### config.mk
export PLATFORM = sky130hd
export DESIGN_NAME = rgb_byte_to_gray_flat
export DESIGN_NICKNAME = d
export VERILOG_FILES = /design/src/rtl/rgb_byte_to_gray_if.sv /design/src/rtl/rgb_byte_to_gray.sv /design/src/flat_wrapper.sv
export SDC_FILE = /design/constraint.sdc
export NUM_CORES = 1
export LEC_CHECK = 0
export BUFFER_PORTS_ARGS = -buffer_cell sky130_fd_sc_hd__buf_2
export CORE_MARGIN = 8
export CORE_UTILIZATION = 34
export CTS_CLUSTER_SIZE = 14
export DETAILED_ROUTE_END_ITERATION = 12
export GPL_TIMING_DRIVEN = 0
export PLACE_DENSITY = 0.51
export SYNTH_ARGS = -nofsm -noshare
export SYNTH_HDL_FRONTEND = slang
export SYNTH_SLANG_ARGS = --single-unit
### constraint.sdc
create_clock -name clk -period 6.9 [get_ports clk]
set_input_delay 0.345 -clock clk [delete_from_list [all_inputs] [get_ports clk]]
set_output_delay 0.345 -clock clk [all_outputs]
set_load 0.01 [all_outputs]
### src/rtl/rgb_byte_to_gray_if.sv
// ---------------------------------------------------------------------------
// rgb_byte_to_gray_if
// Bundles the byte-stream input and the tagged gray-pixel output of
// rgb_byte_to_gray. Clock and reset stay plain ports on the module.
//
//   data_valid / data_in  : serial R,G,B byte stream (source -> converter)
//   gray_valid            : one-cycle strobe for a completed pixel
//   gray_out              : 8-bit luminance
//   x / y                 : pixel coordinates (XW / YW bits)
//   sof / eol / eof       : start-of-frame, end-of-line, end-of-frame markers
//   frame_cnt             : completed frames, wraps 255 -> 0
//
// master : the side that drives bytes and consumes pixels
// slave  : the converter itself
// ---------------------------------------------------------------------------
interface rgb_byte_to_gray_if #(
    parameter int XW = 9,
    parameter int YW = 9
);
    logic          data_valid;
    logic [7:0]    data_in;
    logic          gray_valid;
    logic [7:0]    gray_out;
    logic [XW-1:0] x;
    logic [YW-1:0] y;
    logic          sof;
    logic          eol;
    logic          eof;
    logic [7:0]    frame_cnt;

    modport master (
        output data_valid, data_in,
        input  gray_valid, gray_out, x, y, sof, eol, eof, frame_cnt
    );

    modport slave (
        input  data_valid, data_in,
        output gray_valid, gray_out, x, y, sof, eol, eof, frame_cnt
    );
endinterface

### src/rtl/rgb_byte_to_gray.sv
// ---------------------------------------------------------------------------
// rgb_byte_to_gray
// Regroups a serial R,G,B byte stream into pixels, converts each pixel to
// 8-bit luminance gray = (KR*R + KG*G + KB*B) >> 8, and tags it with x/y
// coordinates, frame/line markers and a running frame counter.
//
// Ports:
//   clk    : system clock, rising edge
//   rst_n  : asynchronous active-low reset
//   bus    : rgb_byte_to_gray_if.slave (byte stream in, gray pixel out)
//
// Timing: the pixel is registered on the edge that accepts its B byte, so
// gray_valid pulses one cycle after B is presented. Any cycle without
// data_valid resynchronises the byte phase and the x/y counters to the
// start of a frame; frame_cnt is kept across such gaps.
// ---------------------------------------------------------------------------
module rgb_byte_to_gray #(
    parameter int W  = 450,
    parameter int H  = 450,
    parameter int XW = 9,
    parameter int YW = 9,
    parameter int KR = 77,
    parameter int KG = 150,
    parameter int KB = 29
) (
    input  logic                clk,
    input  logic                rst_n,
    rgb_byte_to_gray_if.slave   bus
);

    typedef enum logic [1:0] {
        PH_R = 2'd0,
        PH_G = 2'd1,
        PH_B = 2'd2
    } phase_t;

    phase_t        phase_q;
    logic [7:0]    r_q;
    logic [7:0]    g_q;
    logic [XW-1:0] col_q;
    logic [YW-1:0] row_q;

    logic          gray_valid_q;
    logic [7:0]    gray_q;
    logic [XW-1:0] x_q;
    logic [YW-1:0] y_q;
    logic          sof_q;
    logic          eol_q;
    logic          eof_q;
    logic [7:0]    frame_cnt_q;

    // Weighted sum; B comes straight from the bus in the accepting cycle.
    // Weights sum to 256, so the top byte never exceeds 255.
    logic [15:0]   sum_d;
    logic [7:0]    gray_d;
    logic          last_col_d;
    logic          last_row_d;

    always_comb begin
        sum_d      = 16'(KR) * {8'd0, r_q}
                   + 16'(KG) * {8'd0, g_q}
                   + 16'(KB) * {8'd0, bus.data_in};
        gray_d     = sum_d[15:8];
        last_col_d = (col_q == XW'(W - 1));
        last_row_d = (row_q == YW'(H - 1));
    end

    always_ff @(posedge clk or negedge rst_n) begin
        if (!rst_n) begin
            phase_q      <= PH_R;
            r_q          <= '0;
            g_q          <= '0;
            col_q        <= '0;
            row_q        <= '0;
            gray_valid_q <= 1'b0;
            gray_q       <= '0;
            x_q          <= '0;
            y_q          <= '0;
            sof_q        <= 1'b0;
            eol_q        <= 1'b0;
            eof_q        <= 1'b0;
            frame_cnt_q  <= '0;
        end else begin
            gray_valid_q <= 1'b0;
            if (!bus.data_valid) begin
                // Source restarts at byte 0 after a gap: drop any partial
                // pixel and restart coordinates. data_in is not sampled here.
                phase_q <= PH_R;
                col_q   <= '0;
                row_q   <= '0;
            end else begin
                case (phase_q)
                    PH_R: begin
                        r_q     <= bus.data_in;
                        phase_q <= PH_G;
                    end
                    PH_G: begin
                        g_q     <= bus.data_in;
                        phase_q <= PH_B;
                    end
                    PH_B: begin
                        gray_valid_q <= 1'b1;
                        gray_q       <= gray_d;
                        x_q          <= col_q;
                        y_q          <= row_q;
                        sof_q        <= (col_q == '0) && (row_q == '0);
                        eol_q        <= last_col_d;
                        eof_q        <= last_col_d && last_row_d;
                        phase_q      <= PH_R;
                        if (last_col_d) begin
                            col_q <= '0;
                            if (last_row_d) begin
                                row_q       <= '0;
                                frame_cnt_q <= frame_cnt_q + 8'd1;
                            end else begin
                                row_q <= row_q + 1'b1;
                            end
                        end else begin
                            col_q <= col_q + 1'b1;
                        end
                    end
                    default: phase_q <= PH_R;
                endcase
            end
        end
    end

    assign bus.gray_valid = gray_valid_q;
    assign bus.gray_out   = gray_q;
    assign bus.x          = x_q;
    assign bus.y          = y_q;
    assign bus.sof        = sof_q;
    assign bus.eol        = eol_q;
    assign bus.eof        = eof_q;
    assign bus.frame_cnt  = frame_cnt_q;

endmodule

### src/flat_wrapper.sv
// flat-port wrapper written by rule: the top's interface ports become plain ports
module rgb_byte_to_gray_flat 
#(
    parameter int W  = 450,
    parameter int H  = 450,
    parameter int XW = 9,
    parameter int YW = 9,
    parameter int KR = 77,
    parameter int KG = 150,
    parameter int KB = 29
)
  (clk, rst_n, bus_data_valid, bus_data_in, bus_gray_valid, bus_gray_out, bus_x, bus_y, bus_sof, bus_eol, bus_eof, bus_frame_cnt);
  rgb_byte_to_gray_if #(.XW(XW), .YW(YW)) bus_i ();
  input  logic clk;
  input  logic rst_n;
  input wire logic [$bits(bus_i.data_valid)-1:0] bus_data_valid;
  input wire logic [$bits(bus_i.data_in)-1:0] bus_data_in;
  output wire logic [$bits(bus_i.gray_valid)-1:0] bus_gray_valid;
  output wire logic [$bits(bus_i.gray_out)-1:0] bus_gray_out;
  output wire logic [$bits(bus_i.x)-1:0] bus_x;
  output wire logic [$bits(bus_i.y)-1:0] bus_y;
  output wire logic [$bits(bus_i.sof)-1:0] bus_sof;
  output wire logic [$bits(bus_i.eol)-1:0] bus_eol;
  output wire logic [$bits(bus_i.eof)-1:0] bus_eof;
  output wire logic [$bits(bus_i.frame_cnt)-1:0] bus_frame_cnt;
  assign bus_i.data_valid = bus_data_valid;
  assign bus_i.data_in = bus_data_in;
  assign bus_gray_valid = bus_i.gray_valid;
  assign bus_gray_out = bus_i.gray_out;
  assign bus_x = bus_i.x;
  assign bus_y = bus_i.y;
  assign bus_sof = bus_i.sof;
  assign bus_eol = bus_i.eol;
  assign bus_eof = bus_i.eof;
  assign bus_frame_cnt = bus_i.frame_cnt;
  rgb_byte_to_gray #(.W(W), .H(H), .XW(XW), .YW(YW), .KR(KR), .KG(KG), .KB(KB)) u_core (.clk(clk), .rst_n(rst_n), .bus(bus_i));
endmodule
==> qor.csv, run 1 <==
metric;value;unit
Initial Utilization;34.28;%
Max Cap Viol;0;
final WL;13870;um
worst-path fanout max;8;
clk buf depth;2;
DR iter-0 viols;156;
Pins Over Slew Limit;0;
Seq/Total Area, Yosys;29.17;%
PortBufs;47;
R2R Setup Slk;410;ps
async set-or-reset flop fraction in the synthesized netlist;100.0;%
Fillers;1876;
DIE WIDTH;152.6;um
root cell of the clock tree;clkbuf_16;
vias in the first global route;4922;
Distinct cells, synth;50;
commonest non-fill, non-tap cell in the layout;inv_1;
Main synth FF type;dfrtp_1;
routed vias;4677;
Mean Syn Cell Area;9.693;um^2
CTS buffer count;9;
Synth Net Count;812;
relative slew slack;63.11;%
1st-pass router iterations;4;
Die H;152.6;um
worst slew pin tran;549.7;ps
Post-synth EDFFs;0;
largest net degree at the start of global routing;68;
min Tclk post-route;6492;ps
core box area;18520;um^2
area of the mapped netlist;6349;um^2
crit path kind;flop to flop;
TritonCTS Sinks;74;
Startpoint Class;flop;
CTS tree;yes;
Post-CTS Setup Bufs;0;
final setup fails;0;
YS warnings;0;
clk_lat worst skew;340;ps
initial antenna violation count;0;
row count;50;
die area;23300;um^2
min-delay worst type;input pin to flop;
unrepaired setup endpoints after global routing;no;
total gr overflow;0;
final antenna diode count;0;
Critical Path RT;7150;ps
Reg clk slew, reported paths;60;ps
Fmax;154.0;MHz
share of post-route cells with drive strength above 1;12.50;%
cells after synthesis;655;
detailed-route wire length per cell;14.54;um
IO Pins;49;
GRT Total Usage;12.61;%
Post-DP HPWL;11340;um
DRC errors left;0;
CP endpoint kind;flop;
Fin. Hold Viols;0;
# H-tree levels;3;
Worst Skew;10.04;ps
Yosys reg bits;74;
fin crit share;94.08;%
TNS Setup;0;ps
status;complete, no violations;
Final #Nets;872;
Area growth, synth to finish;14.29;%
DRT antenna net count;0;
vias per cell;4.903;
commonest cells after routing, fill and taps aside;inv_1, ha_1, nand2_1;
gpl congestion;0.7653;
first-pass GRT wire length;24270;um
crit path DAT;6750;ps
## worst paths after layout
| kind | startpoint | end | cells past startpoint |
|---|---|---|---|
| worst max-delay path | u_core.g_q[4] | u_core.bus.gray_out[7] | 22 |
| worst min-delay path | bus_data_in[1] | u_core.g_q[1] | 3 |
| worst max register to register | u_core.g_q[4] | u_core.bus.gray_out[7] | 22 |
| worst min register to register | u_core.bus.frame_cnt[7] | u_core.bus.frame_cnt[7] | 1 |
| max in group asynchronous | rst_n | u_core.g_q[4] | 3 |
| min in group asynchronous | rst_n | u_core.bus.frame_cnt[6] | 2 |
## logic make-up (layout without fill, tap and decap cells)
group	after synthesis	count (layout)	synth area share (%)
adders and majority gates	146	146	35.28
xor gates and xnor gates	22	22	3.035
DFF	74	74	29.17
muxes	8	8	1.419
AOI/OAI and AO/OA	105	105	9.914
and+or+nand+nor	180	180	13.91
buffers and inverters	120	185	7.272
## cells in the mapped netlist (all sizes together), types with 4 or more instances
master | count | share of area, %
inv | 108 | 6.4
a31oi | 4 | 0.39
ha | 91 | 18
nand3 | 16 | 1.3
nor4 | 4 | 0.49
nand2b | 6 | 0.71
and3 | 8 | 0.79
a21o | 8 | 0.95
mux2 | 8 | 1.4
a21oi | 22 | 1.7
o21ai | 47 | 3.7
dfrtp | 74 | 29
clkbuf | 9 | 0.53
nand4 | 9 | 0.89
nor3 | 8 | 0.63
nand2 | 87 | 5.1
o31ai | 4 | 0.47
nor3b | 5 | 0.59
or4 | 4 | 0.47
or2 | 4 | 0.39
xnor2 | 18 | 2.5
fa | 55 | 17
nor2 | 21 | 1.2
xor2 | 4 | 0.55
o21a | 5 | 0.59
## per-layer routing
layer	vias to the layer above	global-route usage [%]	share of wire (%)
li1	2299	-	-
met3	13	1.702	1.6
met2	32	21.32	48
met5	-	0	0
met4	0	4.100	1.5
met1	2333	16.34	49
## timing repair
action                     CTS  global route
gates resized for setup      0             6
hold endpoints to repair     7             0
hold buffers                 1             0
setup endpoints to repair    0             5
## final cells by class
cell class | instances | area [um^2] | share of cell area, %
buffer | 11 | 52.55 | 0.7243
clock buffer | 9 | 225.2 | 3.104
clock inverter | 7 | 83.83 | 1.155
inverter | 109 | 409.1 | 5.639
multi-input combinational | 461 | 4064 | 56.01
sequential | 74 | 1853 | 25.54
tap | 234 | 292.8 | 4.035
timing repair buffer | 49 | 275.3 | 3.794
## sequential cells by signal, indices dropped and copies added (netlist names)
name / cells
u_core.bus.x: 9
u_core.bus.eof: 1
u_core.r_q: 8
u_core.phase_q: 2
u_core.bus.gray_valid: 1
u_core.row_q: 9
u_core.bus.gray_out: 8
u_core.bus.eol: 1
u_core.bus.sof: 1
u_core.bus.y: 9
u_core.bus.frame_cnt: 8
u_core.col_q: 9
u_core.g_q: 8
## worst max-delay path, stage by stage, from the launching register on
cell and delay, ps:
dfrtp_2 460, ha_1 320, ha_1 280, inv_1 50, fa_1 490, fa_1 510
inv_1 40, ha_2 310, or2_2 290, and2_1 190, a21oi_2 170, ha_1 270
fa_1 510, inv_1 50, fa_1 380, fa_1 520, inv_1 40, ha_1 410
nand3_1 140, o41ai_1 490, nor3_1 110, o21a_1 190, o31ai_1 170
## metrics by stage
stage | hold slack [ps] | util (%) | instance area, um^2 | setup WS, ps | std cells
5_1_grt | 333.2 | 39.18 | 7256 | 50.90 | 954
3_3_place_gp | 456.6 | 37.14 | 6877 | 95.35 | 936
6_report | 317.2 | 39.18 | 7256 | 408.2 | 954
3_5_place_dp | 179.5 | 37.30 | 6907 | 51.37 | 937
4_1_cts | 317.7 | 39.02 | 7226 | 25.19 | 954
2_1_floorplan | 49.41 | - | 6349 | 642.2 | 655
Power of run 1 is left out: the tool's default activity adds up to more than one toggle a clock period on the data nets, which glitch-free logic cannot reach.
==> run 2, diff against run 1 <==
--- a/config.mk
+++ b/config.mk
@@ -6,7 +6,7 @@
 export NUM_CORES = 1
 export LEC_CHECK = 0
 export BUFFER_PORTS_ARGS = -buffer_cell sky130_fd_sc_hd__buf_2
-export CORE_MARGIN = 8
+export CORE_MARGIN = 10
 export CORE_UTILIZATION = 34
 export CTS_CLUSTER_SIZE = 14
 export DETAILED_ROUTE_END_ITERATION = 12
==> qor.csv, run 2 (synthesis results as in run 1) <==
metric;value;unit;change
min Tclk post-route;6493;ps;was 6492 ps
worst-path fanout max;8;;unchanged
final WL;14160;um;was 13870 um
origin of the critical flop-to-flop path;u_core.g_q[4];;unchanged
PortBufs;47;;unchanged
DIE WIDTH;156.6;um;was 152.6 um
Worst Skew;8.200;ps;was 10.04 ps
crit-path leading delay family;adder cells;;unchanged
Final #Nets;872;;unchanged
# H-tree levels;3;;unchanged
Worst Hold End;u_core.g_q[1];;unchanged
DRC errors left;0;;unchanged
start point of the worst hold path;bus_data_in[1];;unchanged
relative slew slack;61.54;%;was 63.11%
crit path DAT;6740;ps;was 6750 ps
DP Cell Count;932;;was 937
initial antenna violation count;0;;unchanged
Max stage delay on crit path;520;ps;about the same
Fmax;154.0;MHz;about the same
clk_lat worst skew;340;ps;about the same
capturing point of the worst reg2reg path;u_core.bus.gray_out[7];;unchanged
Die H;156.6;um;was 152.6 um
clk buf depth;2;;unchanged
final core occ;39.91;%;was 39.18%
routed vias;4647;;was 4677
total gr overflow;0;;unchanged
root cell of the clock tree;clkbuf_16;;unchanged
largest net degree at the start of global routing;41;;was 68
IO Pins;49;;unchanged
core box area;18150;um^2;was 18520 um^2
share of post-route cells with drive strength above 1;12.50;%;unchanged
WHS Path Cells;3;;unchanged
CP max stage cell;fa_1;;unchanged
final non-filler cell total;949;;was 954
CTS tree;yes;;unchanged
crit path kind;flop to flop;;unchanged
die area;24540;um^2;was 23300 um^2
TritonCTS Sinks;74;;unchanged
cell breakdown of the critical path;ha_1, ha_1, inv_1, fa_1, fa_1, inv_1, ha_2, or2_2, and2_1, a21oi_2, ha_1, fa_1, inv_1, fa_1, fa_1, inv_1, ha_1, nand3_1, o41ai_1, nor3_1, o21a_1, o31ai_1;;unchanged
Post-CTS Setup Bufs;0;;unchanged
Critical Path RT;7150;ps;about the same
GRT Total Usage;12.16;%;was 12.61%
Startpoint Class;flop;;unchanged
CP endpoint kind;flop;;unchanged
Pins Over Slew Limit;0;;unchanged
DR iter-0 viols;196;;was 156
cell repeated most along the worst path;fa_1;;unchanged
unrepaired setup endpoints after global routing;yes;;was no
detailed-route wire length per cell;14.92;um;was 14.54 um
Initial Utilization;34.98;%;was 34.28%
vias in the first global route;4914;;was 4922
vias per cell;4.897;;was 4.903
worst slew pin tran;576.9;ps;was 549.7 ps
Max Cap Viol;0;;unchanged
final setup fails;0;;unchanged
worst reg-to-reg path cell count;22;;unchanged
CTS buffer count;9;;unchanged
final antenna diode count;0;;unchanged
commonest cells after routing, fill and taps aside;inv_1, ha_1, nand2_1;;unchanged
first-pass GRT wire length;24340;um;was 24270 um
status;complete, no violations;;unchanged
fin crit share;94.09;%;was 94.08%
min-delay worst type;input pin to flop;;unchanged
row count;49;;was 50
Post-DP HPWL;11560;um;was 11340 um
CP bufs+invs;4;;unchanged
Area growth, synth to finish;14.09;%;was 14.29%
Reg clk slew, reported paths;60;ps;about the same
1st-pass router iterations;4;;unchanged
Fin. Hold Viols;0;;unchanged
commonest non-fill, non-tap cell in the layout;inv_1;;unchanged
gpl congestion;0.8108;;was 0.7653
critical path depth in cells;22;;unchanged
DRT antenna net count;0;;unchanged
R2R Setup Slk;410;ps;about the same
==> run 2: cell types whose count changed in the layout (fill, tap and decap cells not counted), sizes merged <==
cell / change
clkinvlp: +1
clkbuf: +1
inv: -2
==> run 2: metal layers <==
metal	vias up	track usage, %	wire (um)	share of wire (%)
met4	0	3.506	178	1.3
li1	2304	-	-	-
met2	42	20.26	6842	48
met5	-	0	0	0
met1	2290	16.03	6829	48
met3	11	1.809	307	2.2
==> run 2: per-stage QoR <==
stage | worst slack (ps) | TNS, ps | cell area, um^2 | hold WS [ps]
after global placement | 95.17 | 0 | 6870 | 455.5
final | 407.5 | 0 | 7243 | 315.1
after floorplan | 642.2 | 0 | 6349 | 49.41
after CTS | 41.53 | 0 | 7213 | 308.9
after detailed placement | 78.67 | 0 | 6893 | 330.7
after global routing | -8.995 | -8.995 | 7243 | 318.6
==> run 2: area by class of cell <==
type	count	area, um^2
fillers	1819	10900
clock inverters	6	71.32
well taps	229	286.5
plain buffers	11	52.55
inverters	109	409.1
clock buffers	10	239.0
repair buffers	49	267.8
multi-input cells	461	4064
flip-flops and latches	74	1853
==> run 2: worst max path at each step <==
stage / endpoint / slack (ps) / from
after floorplan: u_core.bus.gray_out[4] / 640 / u_core.g_q[4]
after global placement: u_core.bus.gray_out[4] / 100 / u_core.g_q[4]
after global routing: u_core.bus.gray_out[7] / -9 / u_core.g_q[3]
after detailed placement: u_core.bus.gray_out[4] / 80 / u_core.g_q[4]
final: u_core.bus.gray_out[7] / 410 / u_core.g_q[4]
after CTS: u_core.bus.gray_out[4] / 40 / u_core.g_q[4]
==> run 2: what timing repair did <==
| action | 4_1_cts | 5_1_grt |
|---|---|---|
| setup endpoints to repair | 0 | 4 |
| hold endpoints to repair | 34 | 0 |
| hold buffers | 1 | 0 |
| resized for setup | 0 | 6 |
==> run 2: worst register-to-register path, cell delays in order, from the launching register on <==
cell     delay [ps]
dfrtp_2         450
ha_1            310
ha_1            270
inv_1            50
fa_1            490
fa_1            510
inv_1            40
ha_2            310
or2_2           290
and2_1          190
a21oi_2         170
ha_1            270
fa_1            520
inv_1            50
fa_1            380
fa_1            510
inv_1            40
ha_1            410
nand3_1         150
o41ai_1         480
nor3_1          120
o21a_1          190
o31ai_1         180
Power of run 2 is left out for the same reason.
==> run 3, diff against run 2 <==
--- a/config.mk
+++ b/config.mk
@@ -7,11 +7,11 @@
 export LEC_CHECK = 0
 export BUFFER_PORTS_ARGS = -buffer_cell sky130_fd_sc_hd__buf_2
 export CORE_MARGIN = 10
-export CORE_UTILIZATION = 34
+export CORE_UTILIZATION = 60
 export CTS_CLUSTER_SIZE = 14
 export DETAILED_ROUTE_END_ITERATION = 12
 export GPL_TIMING_DRIVEN = 0
-export PLACE_DENSITY = 0.51
+export PLACE_DENSITY = 0.81
 export SYNTH_ARGS = -nofsm -noshare
 export SYNTH_HDL_FRONTEND = slang
 export SYNTH_SLANG_ARGS = --single-unit
==> qor.csv, run 3 (synthesis results as in run 1) <==
metric;value;unit;change
status;complete, no violations;;unchanged
Fillers;784;;was 1819
Startpoint Class;flop;;unchanged
row count;37;;was 49
DRT antenna net count;0;;unchanged
Pins Over Slew Limit;0;;unchanged
final WL;13680;um;was 14160 um
Reg clk slew, reported paths;80;ps;was 60 ps
clk buf depth;2;;unchanged
Critical Path RT;7150;ps;about the same
detailed-route wire length per cell;16.01;um;was 14.92 um
Area growth, synth to finish;10.09;%;was 14.09%
clk_lat worst skew;350;ps;was 340 ps
PortBufs;47;;unchanged
routed vias;4786;;was 4647
Fmax;151.5;MHz;was 154.0 MHz
core box area;10320;um^2;was 18150 um^2
cell repeated most along the worst path;fa_1;;unchanged
vias in the first global route;5047;;was 4914
IO Pins;49;;unchanged
GRT Total Usage;19.40;%;was 12.16%
Fin. Hold Viols;0;;unchanged
Post-CTS Setup Bufs;0;;unchanged
critical path depth in cells;22;;unchanged
commonest non-fill, non-tap cell in the layout;inv_1;;unchanged
CP endpoint kind;flop;;unchanged
CTS buffer count;9;;unchanged
worst slew pin tran;922.3;ps;was 576.9 ps
final setup fails;0;;unchanged
Worst Skew;8.573;ps;was 8.200 ps
gpl congestion;0.8698;;was 0.8108
TritonCTS Sinks;74;;unchanged
worst-path fanout max;5;;was 8
first-pass GRT wire length;23800;um;was 24340 um
TNS Setup;0;ps;unchanged
1st-pass router iterations;5;;was 4
root cell of the clock tree;clkbuf_8;;was clkbuf_16
DR iter-0 viols;343;;was 196
die area;15100;um^2;was 24540 um^2
CP bufs+invs;4;;unchanged
largest net degree at the start of global routing;75;;was 41
vias per cell;5.604;;was 4.897
min Tclk post-route;6599;ps;was 6493 ps
crit path kind;flop to flop;;unchanged
commonest cells after routing, fill and taps aside;inv_1, ha_1, nand2_1;;unchanged
min-delay worst type;input pin to async pin;;was input pin to flop
crit-path leading delay family;adder cells;;unchanged
CTS tree;yes;;unchanged
# H-tree levels;3;;unchanged
relative slew slack;38.51;%;was 61.54%
unrepaired setup endpoints after global routing;no;;was yes
total gr overflow;0;;unchanged
CP max stage cell;fa_1;;unchanged
fin crit share;95.63;%;was 94.09%
final antenna diode count;0;;unchanged
share of post-route cells with drive strength above 1;12.12;%;was 12.50%
Post-DP HPWL;10840;um;was 11560 um
Max Cap Viol;0;;unchanged
Initial Utilization;61.50;%;was 34.98%
Die H;122.9;um;was 156.6 um
Max stage delay on crit path;540;ps;was 520 ps
DRC errors left;0;;unchanged
worst reg-to-reg path cell count;22;;unchanged
crit path DAT;6850;ps;was 6740 ps
Final #Nets;870;;was 872
DIE WIDTH;122.9;um;was 156.6 um
initial antenna violation count;0;;unchanged
cell breakdown of the critical path;ha_1, ha_1, inv_1, fa_1, fa_1, inv_1, ha_2, or2_2, and2_1, a21oi_1, ha_1, fa_1, inv_1, fa_1, fa_1, inv_1, ha_1, nand3_1, o41ai_1, nor3_1, o21a_1, o31ai_1;;was ha_1, ha_1, inv_1, fa_1, fa_1, inv_1, ha_2, or2_2, and2_1, a21oi_2, ha_1, fa_1, inv_1, fa_1, fa_1, inv_1, ha_1, nand3_1, o41ai_1, nor3_1, o21a_1, o31ai_1
run 3: metrics by stage:
stage | area, um^2 | setup slack, ps | hold WS [ps] | cells | util [%]
finish | 6989 | 301.2 | 121.9 | 854 | 67.70
floorplan | 6349 | 642.2 | 49.41 | 655 | -
global placement | 6754 | 263.4 | 455.2 | 838 | 65.42
detailed placement | 6756 | 191.7 | 456.3 | 838 | 65.45
global route | 6989 | 46.70 | 174.8 | 854 | 67.70
CTS | 6974 | 147.9 | 152.1 | 854 | 67.56
run 3: metal layers:
layer,track usage [%],vias up,routed length (um)
li1,-,2296,-
met1,24.53,2387,5982
met2,33.40,87,7090
met3,3.535,16,455
met4,5.228,0,146
met5,0,-,0
run 3: what timing repair did:
| action | in CTS | in global routing |
|---|---|---|
| gates resized for setup | 0 | 5 |
| endpoints found under the setup margin | 0 | 4 |
| endpoints found under the hold margin | 0 | 0 |
| hold buffers | 0 | 0 |
run 3: worst reg2reg max path, stage by stage, from the launching register on:
cell and delay (ps):
dfrtp_2 460, ha_1 310, ha_1 270, inv_1 50, fa_1 500, fa_1 510
inv_1 40, ha_2 310, or2_2 290, and2_1 180, a21oi_1 180, ha_1 290
fa_1 510, inv_1 50, fa_1 470, fa_1 540, inv_1 40, ha_1 330
nand3_1 130, o41ai_1 520, nor3_1 120, o21a_1 190, o31ai_1 200
run 3: final timing paths:
kind	endpoint	slack (ps)	from
max in group asynchronous	u_core.g_q[4]	6120	rst_n
min in group clk	u_core.g_q[2]	310	bus_data_in[2]
min	u_core.bus.gray_out[3]	120	rst_n
min reg2reg	u_core.bus.gray_out[1]	470	u_core.bus.gray_out[1]
max reg2reg	u_core.bus.gray_out[7]	300	u_core.g_q[4]
max	u_core.bus.gray_out[7]	300	u_core.g_q[4]
run 3: final cells by class:
| type | count | area (um^2) | share of cell area [%] |
|---|---|---|---|
| Multi-Input combinational cell | 461 | 4048 | 57.91 |
| Sequential cell | 74 | 1854 | 26.53 |
| Inverter | 109 | 409.1 | 5.854 |
| Timing Repair Buffer | 47 | 237.7 | 3.401 |
| Tap cell | 136 | 170.2 | 2.435 |
| Clock buffer | 10 | 127.6 | 1.826 |
| Clock inverter | 6 | 90.09 | 1.289 |
| Buffer | 11 | 52.55 | 0.7519 |
Power of run 3 is left out for the same reason.
